--- src/rtl/uart_pkg.sv ---
// uart_pkg: shared constants, FSM encoding and buffer entry layout for uart_rx
package uart_pkg;
    localparam int OVERSAMPLE = 16;
    localparam int MID_TICK   = 7;
    localparam int DATA_BITS  = 8;
    localparam int FIFO_DEPTH = 4;

    typedef enum logic [2:0] {IDLE, START, DATA, PARITY, STOP} state_t;

    typedef struct packed {
        logic       f_err;
        logic       p_err;
        logic [7:0] data;
    } rx_word_t;
endpackage

--- src/rtl/uart_baud_tick.sv ---
// uart_baud_tick: 16x oversample tick generator, restartable on a start edge
module uart_baud_tick import uart_pkg::*; #(
    parameter int CLK_FREQ = 50_000_000,
    parameter int BAUD     = 9600
) (
    input  logic clk,
    input  logic rst,
    input  logic restart,
    output logic tick
);
    localparam int DIV = CLK_FREQ / (BAUD * OVERSAMPLE);
    localparam int W   = DIV > 1 ? $clog2(DIV) : 1;

    logic [W-1:0] cnt;

    assign tick = cnt == W'(DIV - 1);

    always_ff @(posedge clk)
        if (rst || restart) cnt <= '0;
        else                cnt <= tick ? '0 : cnt + W'(1);
endmodule

--- src/rtl/uart_rx.sv ---
// uart_rx: 8-data/parity/stop UART receiver with holding register, or a 4-entry
// FIFO when UART_RX_FIFO_EN is defined
module uart_rx import uart_pkg::*; #(
    parameter int CLK_FREQ = 50_000_000,
    parameter int BAUD     = 9600
) (
    input  logic       clk,
    input  logic       rst,
    input  logic       rx,
    input  logic       p_sel,
    input  logic       rd_en,
    output logic [7:0] data_out,
    output logic       valid,
    output logic       p_err,
    output logic       f_err,
    output logic       overrun
);
    state_t     state, state_n;
    logic       s1, rx_s, rx_d;
    logic       tick, restart, start_edge, mid, bit_end, done;
    logic [3:0] tcnt;
    logic [2:0] bcnt;
    logic [7:0] shreg;
    logic       par_bit, psel;
    logic       pop, push, full;
    rx_word_t   word;

    uart_baud_tick #(.CLK_FREQ(CLK_FREQ), .BAUD(BAUD)) u_tick (
        .clk(clk), .rst(rst), .restart(restart), .tick(tick)
    );

    always_ff @(posedge clk)
        if (rst) {s1, rx_s, rx_d} <= 3'b111;
        else     {s1, rx_s, rx_d} <= {rx, s1, rx_s};

    assign start_edge = rx_d & ~rx_s;
    assign restart    = state == IDLE && start_edge;
    assign mid        = tick && tcnt == 4'(MID_TICK);
    assign bit_end    = tick && tcnt == 4'(OVERSAMPLE - 1);

    always_comb begin
        state_n = state;
        done    = 1'b0;
        case (state)
            IDLE:    state_n = start_edge ? START : IDLE;
            START:   state_n = mid ? (rx_s ? IDLE : DATA) : START;
            DATA:    state_n = bit_end && bcnt == 3'(DATA_BITS - 1) ? PARITY : DATA;
            PARITY:  state_n = bit_end ? STOP : PARITY;
            STOP: begin
                state_n = bit_end ? IDLE : STOP;
                done    = bit_end;
            end
            default: state_n = IDLE;
        endcase
    end

    always_ff @(posedge clk)
        if (rst) state <= IDLE;
        else     state <= state_n;

    // tcnt wraps 15->0 on its own, so DATA keeps a 16-tick cadence from mid-start
    always_ff @(posedge clk)
        if (rst) begin
            tcnt    <= '0;
            bcnt    <= '0;
            shreg   <= '0;
            par_bit <= 1'b0;
            psel    <= 1'b0;
        end else begin
            tcnt <= state_n != state ? 4'd0 : tick ? tcnt + 4'd1 : tcnt;
            bcnt <= state == IDLE ? 3'd0 : state == DATA && bit_end ? bcnt + 3'd1 : bcnt;
            if (state == DATA && bit_end)   shreg   <= {rx_s, shreg[7:1]};
            if (state == PARITY && bit_end) par_bit <= rx_s;
            if (restart)                    psel    <= p_sel;
        end

    assign word = '{f_err: ~rx_s, p_err: ((^shreg) ^ par_bit) != ~psel, data: shreg};
    assign pop  = rd_en & valid;
    assign push = done & (~full | pop);

`ifdef UART_RX_FIFO_EN
    localparam int AW = $clog2(FIFO_DEPTH);
    localparam int CW = $clog2(FIFO_DEPTH + 1);

    rx_word_t        mem [FIFO_DEPTH];
    logic [AW-1:0]   rp, wp;
    logic [CW-1:0]   cnt;

    assign full  = cnt == CW'(FIFO_DEPTH);
    assign valid = cnt != '0;
    assign {f_err, p_err, data_out} = mem[rp];

    always_ff @(posedge clk)
        if (rst) begin
            rp  <= '0;
            wp  <= '0;
            cnt <= '0;
            for (int i = 0; i < FIFO_DEPTH; i++) mem[i] <= '0;
        end else begin
            if (push) mem[wp] <= word;
            wp  <= push ? wp + AW'(1) : wp;
            rp  <= pop ? rp + AW'(1) : rp;
            cnt <= cnt + CW'(push) - CW'(pop);
        end
`else
    assign full = valid;

    always_ff @(posedge clk)
        if (rst) begin
            {f_err, p_err, data_out} <= '0;
            valid                    <= 1'b0;
        end else begin
            if (push) {f_err, p_err, data_out} <= word;
            valid <= push | (valid & ~pop);
        end
`endif

    always_ff @(posedge clk)
        if (rst)                      overrun <= 1'b0;
        else if (done & full & ~pop)  overrun <= 1'b1;
        else if (rd_en)               overrun <= 1'b0;
endmodule

--- config.mk ---
export PLATFORM = sky130hd
export DESIGN_NAME = uart_rx
export DESIGN_NICKNAME = d
export VERILOG_FILES = /design/src/rtl/uart_pkg.sv /design/src/rtl/uart_baud_tick.sv /design/src/rtl/uart_rx.sv
export SDC_FILE = /design/constraint.sdc
export NUM_CORES = 1
export LEC_CHECK = 0
export CAP_MARGIN = 20
export CORE_UTILIZATION = 55
export DETAILED_ROUTE_END_ITERATION = 12
export HOLD_SLACK_MARGIN = 0.05
export MAX_ROUTING_LAYER = met4
export PLACE_DENSITY = 0.81
export SLEW_MARGIN = 20
export SYNTH_ARGS = -nofsm -noshare
export SYNTH_HDL_FRONTEND = slang
export SYNTH_HIERARCHICAL = 1
export SYNTH_SLANG_ARGS = --single-unit
--- constraint.sdc ---
create_clock -name clk -period 2.37 [get_ports clk]
set_clock_uncertainty 0.15 [all_clocks]
set_input_delay 0.711 -clock clk [delete_from_list [all_inputs] [get_ports clk]]
set_output_delay 0.711 -clock clk [all_outputs]
set_load 0.01 [all_outputs]
==> reports/metrics.yaml, run 1 <==
run_status: "completed"
hold_depth: 1
hold_end: "rx_s$_SDFF_PP1_"
area_growth_pct: 20.7
core_area_um2: 3390
grt-ovfl-total: 0
powerDensity_nw_per_um2: 561
start_util_pct: 57.9
yosysMostFrequentCell: "dfxtp_1"
routed_wl_mm: 3.72
fp.dieArea_um2: 3810
syn_area_per_cell_um2: 9.96
pwr-share-comb_pct: 4.0
n_antenna_cell: 0
h-tree-depth: 2
netlist_instances: 197
groute.usage.overall_pct: 21.1
grt_max_degree: 15
switching_share_pct: 20.8
dp_hpwl_mm: 2.57
cts_tree: "built"
final_cells: 270
die_h_um: 61.7
clock_latency_ns: 0.35
cts_root_buffer: "clkbuf_4"
nFillCells: 242
cp.required_ns: 2.48
drt_iter0_markers: 46
r2r-end: "shreg[0]$_SDFFE_PP0P_"
clkPwrFrac_pct: 39.1
synth.top_cell.area_share_pct: 44.9
max_slew_margin_pct: 62.6
setup_violations: 0
io_pins: 17
syn-num-nets: 207
cts.hold.buffers_added: 0
yosysUniqueCellTypes: 42
hold_ws_ns: 0.279
syn_area_um2: 1960
synthTopCellsByArea: "dfxtp_1 45%, mux2i_1 11%, nor2_1 6.1%"
drive_gt1_share_pct: 16.5
timing.fmax_ghz: 0.432
synthFlopType: "dfxtp_1"
place_congestion: 0.831
crit_path_start_kind: "flop"
p_switching_mw: 0.277
leakage_nw: 0.899
ys_seq_area_share_pct: 44.9
finalInstanceArea_um2: 2370
dpl_worst_slack_ns: 0.119
rr_startpoint: "u_tick/cnt[7]$_SDFF_PP0_"
cts_buffers: 5
worstPathMaxFanout: 5
drc: 0
dp.cells: 256
setup_ws_ns: 0.0569
tns_ns: 0
drtPass1Iterations: 6
period_share_pct: 97.6
ant_nets: 0
placed_area_um2: 2180
holdCritStartpoint: "s1$_SDFF_PP1_"
viasPerCell: 5.51
path_clk_slew_ns: 0.13
r2r_slack_ns: 0.06
cp.arrival_ns: 2.42
regArea_um2: 890
fin_crit_ns: 2.31
synth_edf_count: 0
cts_buffer_depth: 2
hold_violations: 0
yosysWarnings: 6
intPower_mw: 1.05
row_count: 21
num_vias: 1489
antenna_found_initial: 0
synth_common_cells: "44 x dfxtp_1, 32 x nor2_1, 22 x mux2i_1"
rsz0062_at_grt: "yes"
io_buffers: 16
clock-sinks: 44
hold_class: "reg -> reg"
multi_input_area_um2: 1020
grt_pass1_wl_mm: 5.70
cap_violations: 0
end_kind: "flop"
ys_ff_latch: 44
post_drt_wl_per_cell_um: 13.8
worstRegToRegCells: 8
grt_pass1_vias: 1366
nets: 233
ir_drop_mv: 0.419
dieWidth_um: 61.7
slew_violations: 0
seq_power_share_pct: 56.9
yosysTopAreaCell: "dfxtp_1"
tightest_slew_ns: 0.558
path_class: "reg -> reg"
synthArstFlopShare_pct: 0
## power groups by stage
stage	Combinational (mW)	Clock [mW]	Sequential, mW
after floorplan	0.0364	0	0.770
after global placement	0.0500	0	0.772
after detailed placement	0.0524	0	0.773
after CTS	0.0526	0.528	0.757
after global routing	0.0582	0.554	0.758
final	0.0527	0.520	0.756
## worst max-delay path, cell delays in order, from the launching register on
cell and delay [ns]:
dfxtp_2 0.36, nand4bb_4 0.25, nor4_2 0.23, buf_4 0.17
nand4_1 0.16, nor4_4 0.43, clkbuf_16 0.23, mux2i_1 0.17
nor2_1 0.05
## state kept, by name, indices dropped and copies added (netlist names)
register / cells
bcnt: 3
data_out: 8
f_err: 1
overrun: 1
p_err: 1
par_bit: 1
psel: 1
rx_d: 1
rx_s: 1
s1: 1
shreg: 8
state: 3
tcnt: 4
u_tick/cnt: 9
valid: 1
## per-stage QoR
stage | total power, mW | util [%]
global route | 1.37 | 69.9
CTS | 1.34 | 67.1
detailed placement | 0.826 | 64.3
finish | 1.33 | 69.9
floorplan | 0.806 | -
global placement | 0.822 | 64.3
## layer usage
| layer | GRT usage (%) | vias up | share of wire (%) |
|---|---|---|---|
| li1 | - | 736 | - |
| met1 | 21.5 | 727 | 42 |
| met2 | 38.6 | 20 | 54 |
| met3 | 6.42 | 6 | 3.5 |
| met4 | 6.35 | 0 | 1.2 |
| met5 | - | - | 0 |
## how the worst max path moves through the flow
stage                          endpoint  cells past startpoint                startpoint  slack (ns)
2_1_floorplan        p_err$_SDFFE_PP0P_                      9  u_tick/cnt[0]$_SDFF_PP0_        0.29
3_3_place_gp      shreg[7]$_SDFFE_PP0P_                     10  u_tick/cnt[0]$_SDFF_PP0_        0.16
3_5_place_dp   data_out[1]$_SDFFE_PP0P_                      6                     rd_en        0.12
4_1_cts           shreg[4]$_SDFFE_PP0P_                     10  u_tick/cnt[0]$_SDFF_PP0_        0.12
5_1_grt           shreg[0]$_SDFFE_PP0P_                      8  u_tick/cnt[7]$_SDFF_PP0_       -0.06
6_report          shreg[0]$_SDFFE_PP0P_                      8  u_tick/cnt[7]$_SDFF_PP0_        0.06
## layout by cell type, fill, tap and decap left out, types with 2 or more instances in the layout
cell type	n
nand4_1	3
inv_1	5
clkbuf_8	2
nand3_1	7
nand2_1	5
dfxtp_1	39
dfxtp_2	4
xnor2_1	9
clkbuf_4	5
o21ai_0	5
and2_1	2
or3_1	5
nor2_1	32
xor2_1	4
buf_4	11
ha_1	5
nor2b_1	2
nor3b_1	2
or2_2	4
clkdlybuf4s50_1	16
mux2i_1	22
a21oi_1	7
nor3_1	3
## cells by family (layout without fill, tap and decap cells)
family | after synthesis | in the layout | synth area share [%]
simple gates | 75 | 75 | 21.0
buf+inv | 15 | 42 | 4.27
mux | 22 | 22 | 11.2
xor+xnor | 14 | 14 | 6.95
fa+ha+maj | 5 | 5 | 3.19
compound gates | 22 | 22 | 8.48
flops | 44 | 44 | 44.9
## final cells by class
class	instances	area share, %
clock buffers	7	2.75
multi-input cells	138	43.1
well taps	46	2.43
clock inverters	1	1.27
flip-flops and latches	44	37.6
repair buffers	29	12.2
inverters	5	0.792
## repair_timing
item                       in CTS  in global routing
resized for setup               0                  9
setup endpoints to repair       0                 12
buffers inserted                0                  5
(Power assumes the default switching activity.)
==> run 2: changes to the inputs <==
--- a/config.mk
+++ b/config.mk
@@ -8,6 +8,7 @@
 export CAP_MARGIN = 20
 export CORE_UTILIZATION = 55
 export DETAILED_ROUTE_END_ITERATION = 12
+export GPL_TIMING_DRIVEN = 1
 export HOLD_SLACK_MARGIN = 0.05
 export MAX_ROUTING_LAYER = met4
 export PLACE_DENSITY = 0.81
==> results of run 2 <==
No change in the layout: final DEF, timing and power equal those of run 1.
==> run 3: changes to the inputs <==
--- a/config.mk
+++ b/config.mk
@@ -6,12 +6,14 @@
 export NUM_CORES = 1
 export LEC_CHECK = 0
 export CAP_MARGIN = 20
+export CORE_ASPECT_RATIO = 1.5
 export CORE_UTILIZATION = 55
 export DETAILED_ROUTE_END_ITERATION = 12
+export DONT_BUFFER_PORTS = 1
 export GPL_TIMING_DRIVEN = 1
 export HOLD_SLACK_MARGIN = 0.05
 export MAX_ROUTING_LAYER = met4
-export PLACE_DENSITY = 0.81
+export PLACE_DENSITY = 0.75
 export SLEW_MARGIN = 20
 export SYNTH_ARGS = -nofsm -noshare
 export SYNTH_HDL_FRONTEND = slang
==> run 3 against run 2 <==
Compared with the run above: clock-buffer cell count down 1; largest power group unchanged; sequential cell count unchanged; sequential share of layout area up 3.9 points; non-clock buffer count is 24 lower; critical endpoint is now data_out[0]$_SDFFE_PP0P_.
==> reports/metrics.yaml, run 3 (synthesis results as in run 1) <==
run_status: "completed"
grt-ovfl-total: 0
clock-sinks: 44
start_util_pct: 57.4
regMostFlops: "u_tick/cnt"
tns_ns: 0
drive_gt1_share_pct: 11.5
post_drt_wl_per_cell_um: 14.4
io_pins: 17
drc: 0
clock_latency_ns: 0.29
rsz0062_at_grt: "no"
groute.usage.overall_pct: 22.2
end_kind: "flop"
fin_crit_ns: 2.21
drt_iter0_markers: 28
grt_pass1_wl_mm: 5.99
slew_violations: 0
leakage_nw: 0.804
powerDensity_nw_per_um2: 651
dieWidth_um: 50.8
cts_buffer_depth: 2
final_common_cell: "dfxtp_1"
grt_pass1_vias: 1327
routed_wl_mm: 3.48
largest_register_ffs: 9
cts_tree: "built"
path_clk_slew_ns: 0.08
num_vias: 1385
max_slew_margin_pct: 63.0
nets: 209
io_buffers: 0
nFillCells: 299
h-tree-depth: 2
viasPerCell: 5.72
place_congestion: 0.770
crit_path_start_kind: "flop"
cts_buffers: 5
ir_drop_mv: 0.511
row_count: 26
worst_path_largest_cell_delay_ns: 0.34
dp_hpwl_mm: 2.63
setup_violations: 0
antenna_found_initial: 0
hold_violations: 0
cp.required_ns: 2.41
period_share_pct: 93.3
final_cell_mix: "44 x dfxtp_1, 32 x nor2_1, 22 x mux2i_1"
cp.arrival_ns: 2.25
fp.dieArea_um2: 3810
cap_violations: 0
drtPass1Iterations: 4
core_area_um2: 3420
worstPathMaxFanout: 9
cp_slowest_cell: "dfxtp_1"
cts_root_buffer: "clkbuf_8"
multi_input_area_um2: 1010
die_h_um: 75.2
cts.hold.buffers_added: 0
ant_nets: 0
timing.fmax_ghz: 0.452
path_cells: "inv_1 -> ha_1 -> nand2_1 -> nor4_4 -> and4_4 -> nand4_4 -> buf_4 -> mux2i_1 -> nor2_1"
n_antenna_cell: 0
area_growth_pct: 8.23
regArea_um2: 881
hold_class: "reg -> reg"
tightest_slew_ns: 0.553
final_cells: 242
total_power_mw: 1.38
dp.cells: 234
path_class: "reg -> reg"
grt_max_degree: 34
==> run 3: cell types whose count changed in the layout (fill, tap and decap cells not counted), sizes merged <==
cell	change
clkbuf	-2
buf	-7
clkinv	+1
clkdlybuf4s50	-16
==> run 3: final cells by class <==
type / instances / area share (%)
Multi-Input combinational cell: 138 / 47.7
Sequential cell: 44 / 41.5
Clock buffer: 6 / 3.89
Tap cell: 42 / 2.47
Clock inverter: 2 / 1.83
Timing Repair Buffer: 5 / 1.77
Inverter: 5 / 0.884
==> run 3: critical path, delay by kind of cell (launching register included) <==
| family | cells | cell delay (ns) |
|---|---|---|
| adders and majority gates | 1 | 0.13 |
| buffers and inverters | 2 | 0.32 |
| and+or+nand+nor | 5 | 0.99 |
| DFF | 1 | 0.34 |
| muxes | 1 | 0.17 |
==> run 3: path summary, 6_finish.rpt <==
| check | from | endpoint | slack (ns) | cells after the start |
|---|---|---|---|---|
| max | u_tick/cnt[0]$_SDFF_PP0_ | data_out[0]$_SDFFE_PP0P_ | 0.16 | 9 |
| min | s1$_SDFF_PP1_ | rx_s$_SDFF_PP1_ | 0.29 | 1 |
| max reg2reg | u_tick/cnt[0]$_SDFF_PP0_ | data_out[0]$_SDFFE_PP0P_ | 0.16 | 9 |
| min reg2reg | s1$_SDFF_PP1_ | rx_s$_SDFF_PP1_ | 0.29 | 1 |
==> run 3: stage by stage <==
stage	setup WS [ns]	util (%)	instance area (µm²)	hold WS, ns
floorplan	0.291	-	1960	0.239
global placement	0.123	58.2	1990	0.248
detailed placement	0.000575	58.2	1990	0.279
CTS	0.109	61.9	2110	0.301
global route	0.0237	62.2	2120	0.306
finish	0.159	62.2	2120	0.293
==> run 3: per-layer routing <==
layer | GRT usage [%] | wire length [µm] | up-vias
li1 | - | - | 689
met1 | 22.0 | 1310 | 665
met2 | 40.0 | 1990 | 24
met3 | 5.25 | 110 | 7
met4 | 11.4 | 67 | 0
met5 | - | 0 | -
==> run 3: report_power, final <==
group	internal (mW)	total [mW]	switching (mW)
registers	0.746	0.754	0.00804
clock network	0.344	0.591	0.247
logic	0.0170	0.0364	0.0194
==> run 3: timing repair <==
| action | 4_1_cts | 5_1_grt |
|---|---|---|
| gates resized for setup | 1 | 1 |
| buffers inserted | 0 | 0 |
| hold endpoints to repair | 0 | 0 |
| setup endpoints to repair | 2 | 3 |
